[config.mk]
export PLATFORM = sky130hd
export DESIGN_NAME = frame_stream_receiver
export DESIGN_NICKNAME = d
export VERILOG_FILES = /design/src/rtl/frame_stream_receiver.sv
export SDC_FILE = /design/constraint.sdc
export NUM_CORES = 1
export LEC_CHECK = 0
export CAP_MARGIN = 5
export CORE_AREA = 3 3 170 172
export DETAILED_ROUTE_END_ITERATION = 10
export DIE_AREA = 0 0 173 175
export PLACE_DENSITY_LB_ADDON = 0.3
export SLEW_MARGIN = 20
export SYNTH_ARGS = -nofsm -noshare
export SYNTH_HDL_FRONTEND = slang
export SYNTH_SLANG_ARGS = --single-unit
[constraint.sdc]
create_clock -name clk -period 2.7 [get_ports clk]
set_input_delay 0.27 -clock clk [delete_from_list [all_inputs] [get_ports clk]]
set_output_delay 0.27 -clock clk [all_outputs]
set_load 0.02 [all_outputs]
[src/rtl/frame_stream_receiver.sv]
// Captures 64-pixel serial frames into a capture buffer, commits finished frames
// to a display buffer, and scans the display buffer onto an 8x8 row-multiplexed matrix.
module frame_stream_receiver #(
    parameter int START_DELAY = 2,
    parameter int SCAN_DIV    = 16,
    parameter int PIX_W       = 4
) (
    input  logic             clk,
    input  logic             rst,
    input  logic [PIX_W-1:0] pixel_data,
    input  logic             frame_start,
    output logic [7:0]       row_sel,
    output logic [7:0]       col_data,
    output logic             frame_done,
    output logic             frame_abort,
    output logic [7:0]       frame_count,
    output logic [1:0]       state_dbg
);
    typedef enum logic [1:0] {IDLE = 2'd0, WAIT = 2'd1, CAPTURE = 2'd2} state_t;

    localparam int DW = (START_DELAY > 1) ? $clog2(START_DELAY) : 1;
    localparam int SW = (SCAN_DIV > 1) ? $clog2(SCAN_DIV) : 1;
    localparam logic [DW-1:0] DLY_LOAD = DW'(START_DELAY - 1);
    localparam logic [SW-1:0] DIV_MAX  = SW'(SCAN_DIV - 1);

    state_t        state, state_nxt;
    logic [DW-1:0] dly, dly_nxt;
    logic [5:0]    idx, idx_nxt;
    logic [63:0]   cap, cap_nxt;
    logic [63:0]   disp, disp_nxt;
    logic          done_nxt, abort_nxt;
    logic [7:0]    count_nxt;
    logic [SW-1:0] div, div_nxt;
    logic [2:0]    row_idx, row_idx_nxt;
    logic          lit;

    assign lit       = |pixel_data;
    assign state_dbg = state;

    // Next-state and datapath. Bit k of cap/disp is pixel k: row k[5:3], column k[2:0].
    always_comb begin
        state_nxt = state;
        dly_nxt   = dly;
        idx_nxt   = idx;
        cap_nxt   = cap;
        disp_nxt  = disp;
        done_nxt  = 1'b0;
        abort_nxt = 1'b0;
        count_nxt = frame_count;

        case (state)
            WAIT: begin
                if (dly <= DW'(1)) begin
                    state_nxt = CAPTURE;
                    idx_nxt   = 6'd0;
                end else begin
                    dly_nxt = dly - DW'(1);
                end
            end
            CAPTURE: begin
                cap_nxt[idx] = lit;
                if (idx == 6'd63) begin
                    disp_nxt  = cap_nxt;
                    state_nxt = IDLE;
                    done_nxt  = 1'b1;
                    count_nxt = frame_count + 8'd1;
                end else begin
                    idx_nxt = idx + 6'd1;
                end
            end
            default: ;
        endcase

        // A new frame always wins; only a frame short of its last pixel is aborted.
        if (frame_start) begin
            if (state == WAIT || (state == CAPTURE && idx != 6'd63)) begin
                abort_nxt = 1'b1;
            end
            cap_nxt = '0;
            idx_nxt = 6'd0;
            if (START_DELAY == 1) begin
                state_nxt = CAPTURE;
            end else begin
                state_nxt = WAIT;
                dly_nxt   = DLY_LOAD;
            end
        end
    end

    always_comb begin
        div_nxt     = div + SW'(1);
        row_idx_nxt = row_idx;
        if (div == DIV_MAX) begin
            div_nxt     = '0;
            row_idx_nxt = row_idx + 3'd1;
        end
    end

    always_ff @(posedge clk) begin
        if (rst) begin
            state <= IDLE;
        end else begin
            state <= state_nxt;
        end
    end

    // col_data is loaded from the post-edge buffer so a commit shows with frame_done.
    always_ff @(posedge clk) begin
        if (rst) begin
            dly         <= '0;
            idx         <= 6'd0;
            cap         <= '0;
            disp        <= '0;
            frame_done  <= 1'b0;
            frame_abort <= 1'b0;
            frame_count <= 8'd0;
            div         <= '0;
            row_idx     <= 3'd0;
            row_sel     <= 8'h01;
            col_data    <= 8'h00;
        end else begin
            dly         <= dly_nxt;
            idx         <= idx_nxt;
            cap         <= cap_nxt;
            disp        <= disp_nxt;
            frame_done  <= done_nxt;
            frame_abort <= abort_nxt;
            frame_count <= count_nxt;
            div         <= div_nxt;
            row_idx     <= row_idx_nxt;
            row_sel     <= 8'b1 << row_idx_nxt;
            col_data    <= disp_nxt[{row_idx_nxt, 3'b000} +: 8];
        end
    end
endmodule
* Yosys cells after proc, flatten, opt, wreduce, memory -nomap -nowiden
Index checks and enable logic that the tools add are counted.
** Word-level totals
- Bits in registers :: 170
- Bits in latches :: 0
- RAM bits :: 0
- Bits in read-only memories :: 0
- Input bits :: 7
- Output and inout bits :: 28
- Logic and storage cells :: 70
- Memories kept :: 0
** Cells by class
- Add/sub/neg operators :: 5
- Multiply operators :: 0
- Divide/modulo/power cells :: 0
- Order comparisons :: 3
- Equal/unequal tests :: 11
- Shift-type cells :: 2
- Multiplexer cells :: 18
- Bitwise gates (word level) :: 2
- Reductions and logical operators :: 16
** Operators by type and width (number)
- $mux 64 :: 2
- $bwmux 64 :: 1
- $shiftx 64x7->8 :: 1
- $mux 6 :: 2
- $pmux 6 s2 :: 1
- $reduce_and 3->1 :: 3
- $add 8x1->8 const B :: 1
- $ne 2x2->1 const B :: 4
- $reduce_or 2->1 :: 4
- $shl 1x3->8 const A :: 1
- $lt 6x7->1 const B :: 1
- $mux 1 :: 7
- $add 6x1->6 const B :: 1
- $demux 1 s6 :: 1
- $eq 6x6->1 const B :: 1
- $ge 6x1->1 const B :: 1
- $ne 3x3->1 const B :: 2
- $ne 6x6->1 const B :: 1
- $add 4x1->4 const B :: 1
- $eq 4x4->1 const B :: 1
- $mux 2 :: 2
- $pmux 2 s2 :: 1
- $reduce_and 2->1 :: 2
- $reduce_bool 2->1 :: 2
- other kinds (11) :: 13

* Longest topological paths before layout
Gate-level depths: netlist (run 1).
- Word-level depth :: 8
- Mapped depth :: 10
- Depth with buffers taken out :: 7

* Least setup slack after synthesis (run 1)
OpenSTA, ideal clock, no wires.
- Path kind :: register to register
- From :: register state[0], in the netlist state_dbg[0]
- To :: register col_data[1]
- Setup time :: 134 ps
- Arrival :: 1815 ps
- Required time :: 2566 ps
- Path slack :: 752 ps
- Cell stages (with the launch flop) :: 10
- Period minus slack after synthesis :: 1948 ps
- Cell sequence :: dfxtp_1 buf_6 nand2b_4 buf_6 nor3_4 buf_6 buf_8 a21oi_1 nor3_1 o22ai_1
** Between the ends
- Longest elaborated chain between the ends :: 3
** RTL lines
- start: declaration :: RTL line 26 : state_t state, state_nxt;
- start signal: assignment :: RTL line 103 : state <= state_nxt;
- $eq 2x2->1 :: RTL line 51 : case (state)
- $mux 64 :: RTL line 51
- $shiftx 64x7->8 :: RTL line 132 : col_data <= disp_nxt[{row_idx_nxt, 3'b000} +: 8];
- end signal: assignment :: RTL line 132
- end: declaration :: RTL line 13 : output logic [7:0] col_data,
No other way between the ends.
A chain may end at the register's enable or synchronous reset.

* Worst setup path in the final report (run 1)
- From :: register idx[2]
- To :: register col_data[5]
** Between the ends
- Longest elaborated chain between the ends :: 8
- Elaborated cells between the ends (all ways) :: 10
- Classes of those cells :: order compare: 2; eq/ne: 1; shift: 1; mux: 5; reduce/logical: 1
** RTL lines
- start: declaration :: RTL line 28 : logic [5:0] idx, idx_nxt;
- start signal: assignment :: RTL line 123 : idx <= idx_nxt;
- $lt 6x7->1 (implied by the code) or $ge 6x1->1 (tied branches) :: RTL line 61 : cap_nxt[idx] = lit;
- $logic_and 1x1->1 (implied by the code) :: RTL line 61
- $mux 1 (implied by the code) :: RTL line 61
- $demux 1 s6 :: RTL line 61
- $bwmux 64 :: RTL line 61
- $mux 64 * :: RTL line 62 : if (idx == 6'd63) begin
- $mux 64 * :: RTL line 51
- $shiftx 64x7->8 * :: RTL line 132
Every way passes the cells marked *; elsewhere a longest branch is shown, timed or not.

==> impl_metrics.env, run 1 <==
export IMPL_drv_slew=0
export IMPL_grt_antenna_before_repair=0
export IMPL_drc=0
export IMPL_status="completed"
export IMPL_powerDensity_nw_per_um2=542
export IMPL_overflow=0
export IMPL_port_buffers=34
export IMPL_avgSynthCellArea_um2=8.29
export IMPL_ys_top_cells_by_area="dfxtp_1, nor2_1, a21oi_1"
export IMPL_die_height_um=175
export IMPL_yosys_area_top_type="dfxtp_1"
export IMPL_p_sw_mw=1.15
export IMPL_cts_path_max_buffers=2
export IMPL_clkTransAtPathRegs_ps=70
export IMPL_grt_setup_unrepaired="no"
export IMPL_cts_num_sinks=169
export IMPL_postSynthCellCount=991
export IMPL_coreArea_um2=27600
export IMPL_cts_htree_levels=4
export IMPL_p_sw_share_pct=22.1
export IMPL_p_seq_share_pct=48.2
export IMPL_finalHoldViolCount=0
export IMPL_grt_pass1_wl_mm=37.8
export IMPL_min_path_type="in2reg"
export IMPL_worstPathMaxFanout=16
export IMPL_hold_buffers=0
export IMPL_ys_flop_type="dfxtp_1"
export IMPL_combPwrFrac_pct=2.6
export IMPL_avgViaCountPerCell=5.22
export IMPL_drv_cap=0
export IMPL_first_iter_violations=583
export IMPL_cts_repair_resized=0
export IMPL_async_flop_share_pct=0
export IMPL_ir_worst_vdd_mv=0.452
export IMPL_synth_cell_types=56
export IMPL_dp_hpwl_mm=15.2
export IMPL_rows=61
export IMPL_grt_pass1_vias=6774
export IMPL_drt_pre_antenna_iters=5
export IMPL_setup_violations=0
export IMPL_area_growth_pct=16.6
export IMPL_fin_area_um2=9580
export IMPL_clockRootBuffer="clkbuf_16"
export IMPL_final_nets=1009
export IMPL_grt_max_degree=65
export IMPL_leakage_nw=3.27
export IMPL_fin_crit_sh_pct=87.7
export IMPL_tightest_slew_ps=700
export IMPL_num_io_pins=35
export IMPL_mappedNetlistArea_um2=8220
export IMPL_tritoncts="built"
export IMPL_yosysSeqAreaShare_pct=41.2
export IMPL_end_kind="flip-flop"
export IMPL_fin_hold_ws_ps=157
export IMPL_initial_core_util_pct=29.7
export IMPL_syn_nets=1002
export IMPL_timing_slew_headroom_pct=53.3
export IMPL_yosys_warnings=0
export IMPL_crit_path_start_kind="flip-flop"
export IMPL_grtUsageTotal_pct=15.6
export IMPL_yosys_top_cells_count="nor2_1, dfxtp_1, a21oi_1, nand2_1, mux2i_1"
export IMPL_ys_ff_latch=169
export IMPL_wl_mm=23.7
export IMPL_drive_above_1_share_pct=11.3
export IMPL_fmax_mhz=422
export IMPL_clkLatencyLatePin_ps=430
export IMPL_via_count=7256
export IMPL_crit_required_ps=3010
export IMPL_fin_tns_setup_ps=0
export IMPL_power_internal_mw=4.04
export IMPL_period_needed_ps=2370
export IMPL_dieArea_um2=30300
export IMPL_finClkSkew_ps=7.58
export IMPL_power_share_clock_pct=49.1
export IMPL_num_antenna_cells=0
export IMPL_cts_buffers=17
export IMPL_yosysMostFrequentCell="nor2_1"
export IMPL_synth_edf_count=0
export IMPL_gp_congestion=0.754
export IMPL_ant_nets=0
export IMPL_die_w_um=173
export IMPL_worstPathArrival_ps=2680
export IMPL_synth_top_cell_area_share_pct=41.2
export IMPL_cts_setup_buffers=0
export IMPL_critical_path_class="reg2reg"
export IMPL_placed_cell_area_um2=8970
export IMPL_wl_per_cell_um=17.1
-- power groups by stage --
stage / sequential [mW] / clock (mW) / combinational [mW]
2_1_floorplan: 2.56 / 0 / 0.0813
3_3_place_gp: 2.56 / 0 / 0.139
3_5_place_dp: 2.56 / 0 / 0.138
4_1_cts: 2.50 / 2.60 / 0.138
5_1_grt: 2.50 / 2.69 / 0.149
6_report: 2.50 / 2.55 / 0.137
-- area by class of cell --
cell class,count,area [um2]
clock buffers,21,460
inverters,5,18.8
clock inverters,11,145
flip-flops and latches,169,3380
repair buffers,82,746
fillers,2896,18100
well taps,378,473
multi-input cells,723,4350
-- cell families after synthesis --
group | Yosys count | synth area share, %
compound gates | 291 | 22.6
xor+xnor | 8 | 0.853
fa+ha+maj | 4 | 0.609
buf+inv | 99 | 6.06
flops | 169 | 41.2
mux | 64 | 7.80
simple gates | 356 | 20.9
-- layout by cell type (no fill, tap or decap), types with 4 or more instances in the layout --
cell type          n
xor2_1             4
or2_2              4
a211oi_1          12
mux2i_1           64
clkbuf_16         17
buf_12             4
nand2_4            5
a22oi_1           33
buf_4             44
nand2_1           70
nor3_1            17
ha_1               4
and2_1             6
nor2b_1            7
xnor2_1            4
nor2_1           196
a311oi_1          43
clkdlybuf4s50_1   33
dfxtp_1          169
and4bb_2           6
nand4b_1           5
o22ai_1           40
inv_1              5
nor3_2             5
o21ai_0            7
or3_1              6
nand4_1            5
a21oi_1          140
nand2b_1           4
-- registers in the layout, summed over array words and instances, names as in the netlist --
signal,flops
col_data,8
row_idx,3
row_sel,8
state_dbg,2
cap,64
idx,6
disp,64
frame_count,8
frame_done,1
frame_abort,1
div,4
-- final timing paths --
path | endpoint | cells after the start | from | slack, ps
setup / recovery | col_data[5]$_SDFF_PP0_ | 6 | idx[2]$_SDFFE_PP0P_ | 330
hold reg to reg | cap[27]$_SDFFE_PP0N_ | 2 | cap[27]$_SDFFE_PP0N_ | 470
hold / removal | frame_count[0]$_SDFFE_PP0P_ | 2 | rst | 160
setup reg to reg | col_data[5]$_SDFF_PP0_ | 6 | idx[2]$_SDFFE_PP0P_ | 330
-- worst max-delay path: stages (launching register included) --
cell     delay [ps]
dfxtp_1         700
nor4b_4         660
nand2_1         160
mux2i_1         280
o22ai_1         160
nor3_2          160
o22ai_1         100
-- through the flow --
stage | worst slack (ps) | util, % | instances | power, mW
after floorplan | 752 | - | 991 | 2.64
after global placement | 127 | 32.5 | 1357 | 2.70
after detailed placement | 114 | 32.5 | 1357 | 2.70
after CTS | 386 | 34.7 | 1389 | 5.24
after global routing | 163 | 34.7 | 1389 | 5.35
final | 332 | 34.7 | 1389 | 5.19
-- layer usage --
layer  GRT usage (%)  up-vias  part of all wire (%)  wire [um]
met5               0        -                     0          0
met4            6.01        0                   2.0        471
met3            2.46       32                   4.9       1160
met2            25.6      202                    47      11100
li1                -     3578                     -          -
met1            20.7     3444                    46      11000
Note: power is estimated with default switching activity, not from simulation.
==> run 2, diff against run 1 <==
--- a/config.mk
+++ b/config.mk
@@ -6,5 +6,5 @@
 export NUM_CORES = 1
 export LEC_CHECK = 0
-export CAP_MARGIN = 5
+export CAP_MARGIN = 30
 export CORE_AREA = 3 3 170 172
 export DETAILED_ROUTE_END_ITERATION = 10
==> constraint.sdc (replaced) <==
create_clock -name clk -period 2.7 [get_ports clk]
set_input_delay 0.81 -clock clk [delete_from_list [all_inputs] [get_ports clk]]
set_output_delay 0.81 -clock clk [all_outputs]
set_load 0.02 [all_outputs]
==> impl_metrics.env, run 2 (same netlist as run 1, synthesis figures left out) <==
export IMPL_status="completed"
export IMPL_clkLatencyLatePin_ps=430
export IMPL_grtUsageTotal_pct=15.8
export IMPL_clkTransAtPathRegs_ps=60
export IMPL_wl_per_cell_um=16.6
export IMPL_placed_cells=1420
export IMPL_avgViaCountPerCell=5.13
export IMPL_drv_cap=0
export IMPL_crit_required_ps=3010
export IMPL_powerDensity_nw_per_um2=511
export IMPL_fin_crit_sh_pct=96.8
export IMPL_grt_pass1_wl_mm=38.5
export IMPL_min_path_type="reg2reg"
export IMPL_grt_setup_unrepaired="no"
export IMPL_cts_num_sinks=169
export IMPL_cts_buffers=17
export IMPL_critical_path_class="in2reg"
export IMPL_gp_congestion=0.773
export IMPL_overflow=0
export IMPL_preCtsSetupSlack_ps=-377
export IMPL_period_needed_ps=2610
export IMPL_fin_hold_ws_ps=476
export IMPL_fillCellCount=2870
export IMPL_num_antenna_cells=0
export IMPL_finalHoldViolCount=0
export IMPL_path_cells="clkdlybuf4s50_1 -> or4_2 -> buf_12 -> mux2i_1 -> o22ai_1 -> nor3_1 -> o22ai_1"
export IMPL_initial_core_util_pct=29.7
export IMPL_hold_buffers=0
export IMPL_die_w_um=173
export IMPL_first_iter_violations=533
export IMPL_finClkSkew_ps=7.55
export IMPL_crit_top_cell="o22ai_1"
export IMPL_die_height_um=175
export IMPL_crit_path_start_kind="input pin"
export IMPL_fmax_mhz=383
export IMPL_mostFrequentLayoutCells="nor2_1, dfxtp_1, a21oi_1"
export IMPL_clockRootBuffer="clkbuf_16"
export IMPL_grt_max_degree=65
export IMPL_reg_largest_list="cap: 64 flops, disp: 64 flops"
export IMPL_ir_worst_vdd_mv=0.386
export IMPL_worstPathMaxFanout=64
export IMPL_drt_pre_antenna_iters=5
export IMPL_dp_hpwl_mm=15.6
export IMPL_p_total_mw=5.14
export IMPL_multiInputGateArea_um2=4350
export IMPL_setup_violations=0
export IMPL_area_growth_pct=22.4
export IMPL_via_count=7455
export IMPL_worstPathArrival_ps=2920
export IMPL_ant_nets=0
export IMPL_final_nets=1072
export IMPL_final_cells=1452
export IMPL_cpMaxStageDelayCell="or4_2"
export IMPL_drc=0
export IMPL_final_common_cell="nor2_1"
export IMPL_tritoncts="built"
export IMPL_port_buffers=34
export IMPL_setup_ws_ps=86.7
export IMPL_cpPeakStageDelay_ps=690
export IMPL_drive_above_1_share_pct=16.7
export IMPL_rows=61
export IMPL_cts_path_max_buffers=2
export IMPL_tightest_slew_ps=817
export IMPL_seq_area_um2=3380
export IMPL_wl_mm=24.1
export IMPL_timing_slew_headroom_pct=45.6
export IMPL_drv_slew=0
export IMPL_num_io_pins=35
export IMPL_end_kind="flip-flop"
export IMPL_final_core_util_pct=36.4
export IMPL_dieArea_um2=30300
export IMPL_grt_pass1_vias=6975
export IMPL_coreArea_um2=27600
export IMPL_grt_antenna_before_repair=0
export IMPL_leakage_nw=3.52
export IMPL_cts_htree_levels=4
-- run 2: cell count changes in the layout (fill, tap and decap cells not counted), moves of 3 or more --
cell,previous run,this run
clkinvlp_4,3,6
clkinv_2,3,0
buf_4,44,106
inv_6,1,4
-- run 2: path summary, 6_finish.rpt --
kind	start	end	slack (ps)	cells past startpoint
worst max-delay path	pixel_data[0]	col_data[3]$_SDFF_PP0_	90	7
worst min-delay path	cap[29]$_SDFFE_PP0N_	cap[29]$_SDFFE_PP0N_	480	2
worst max register to register	row_idx[0]$_SDFF_PP0_	col_data[3]$_SDFF_PP0_	190	8
worst min register to register	cap[29]$_SDFFE_PP0N_	cap[29]$_SDFFE_PP0N_	480	2
-- run 2: critical path, delay by kind of cell --
kind / cells / cell delay [ps]
simple gates: 2 / 880
buf+inv: 2 / 660
compound gates: 2 / 250
mux: 1 / 280
-- run 2: report_power, final --
| part | internal (mW) | switching [mW] | total (mW) |
|---|---|---|---|
| clock network | 1.42 | 1.07 | 2.49 |
| logic | 0.0448 | 0.0964 | 0.141 |
| registers | 2.50 | 0.00578 | 2.50 |
-- run 2: layout make-up --
cell class | count | share of cell area [%]
Clock inverter | 12 | 1.39
Inverter | 5 | 0.187
Timing Repair Buffer | 145 | 12.2
Sequential cell | 169 | 33.6
Multi-Input combinational cell | 723 | 43.3
Tap cell | 378 | 4.70
Clock buffer | 20 | 4.54
-- run 2: metal layers --
| layer | vias to the layer above | part of all wire [%] | GRT usage (%) |
|---|---|---|---|
| li1 | 3697 | - | - |
| met4 | 0 | 1.8 | 5.61 |
| met3 | 35 | 6.6 | 3.76 |
| met2 | 214 | 47 | 25.5 |
| met5 | - | 0 | 0 |
| met1 | 3509 | 45 | 20.8 |
-- run 2: metrics by stage --
step	cell area [um2]	setup TNS, ps
after floorplan	8220	0
after global placement	9460	-14760
after detailed placement	9460	-16170
after CTS	10100	0
after global routing	10100	0
final	10100	0
-- run 2: timing repair --
action                                  4_1_cts  5_1_grt
resized for setup                             0        1
endpoints found under the setup margin        0        2
buffers inserted                              0        0
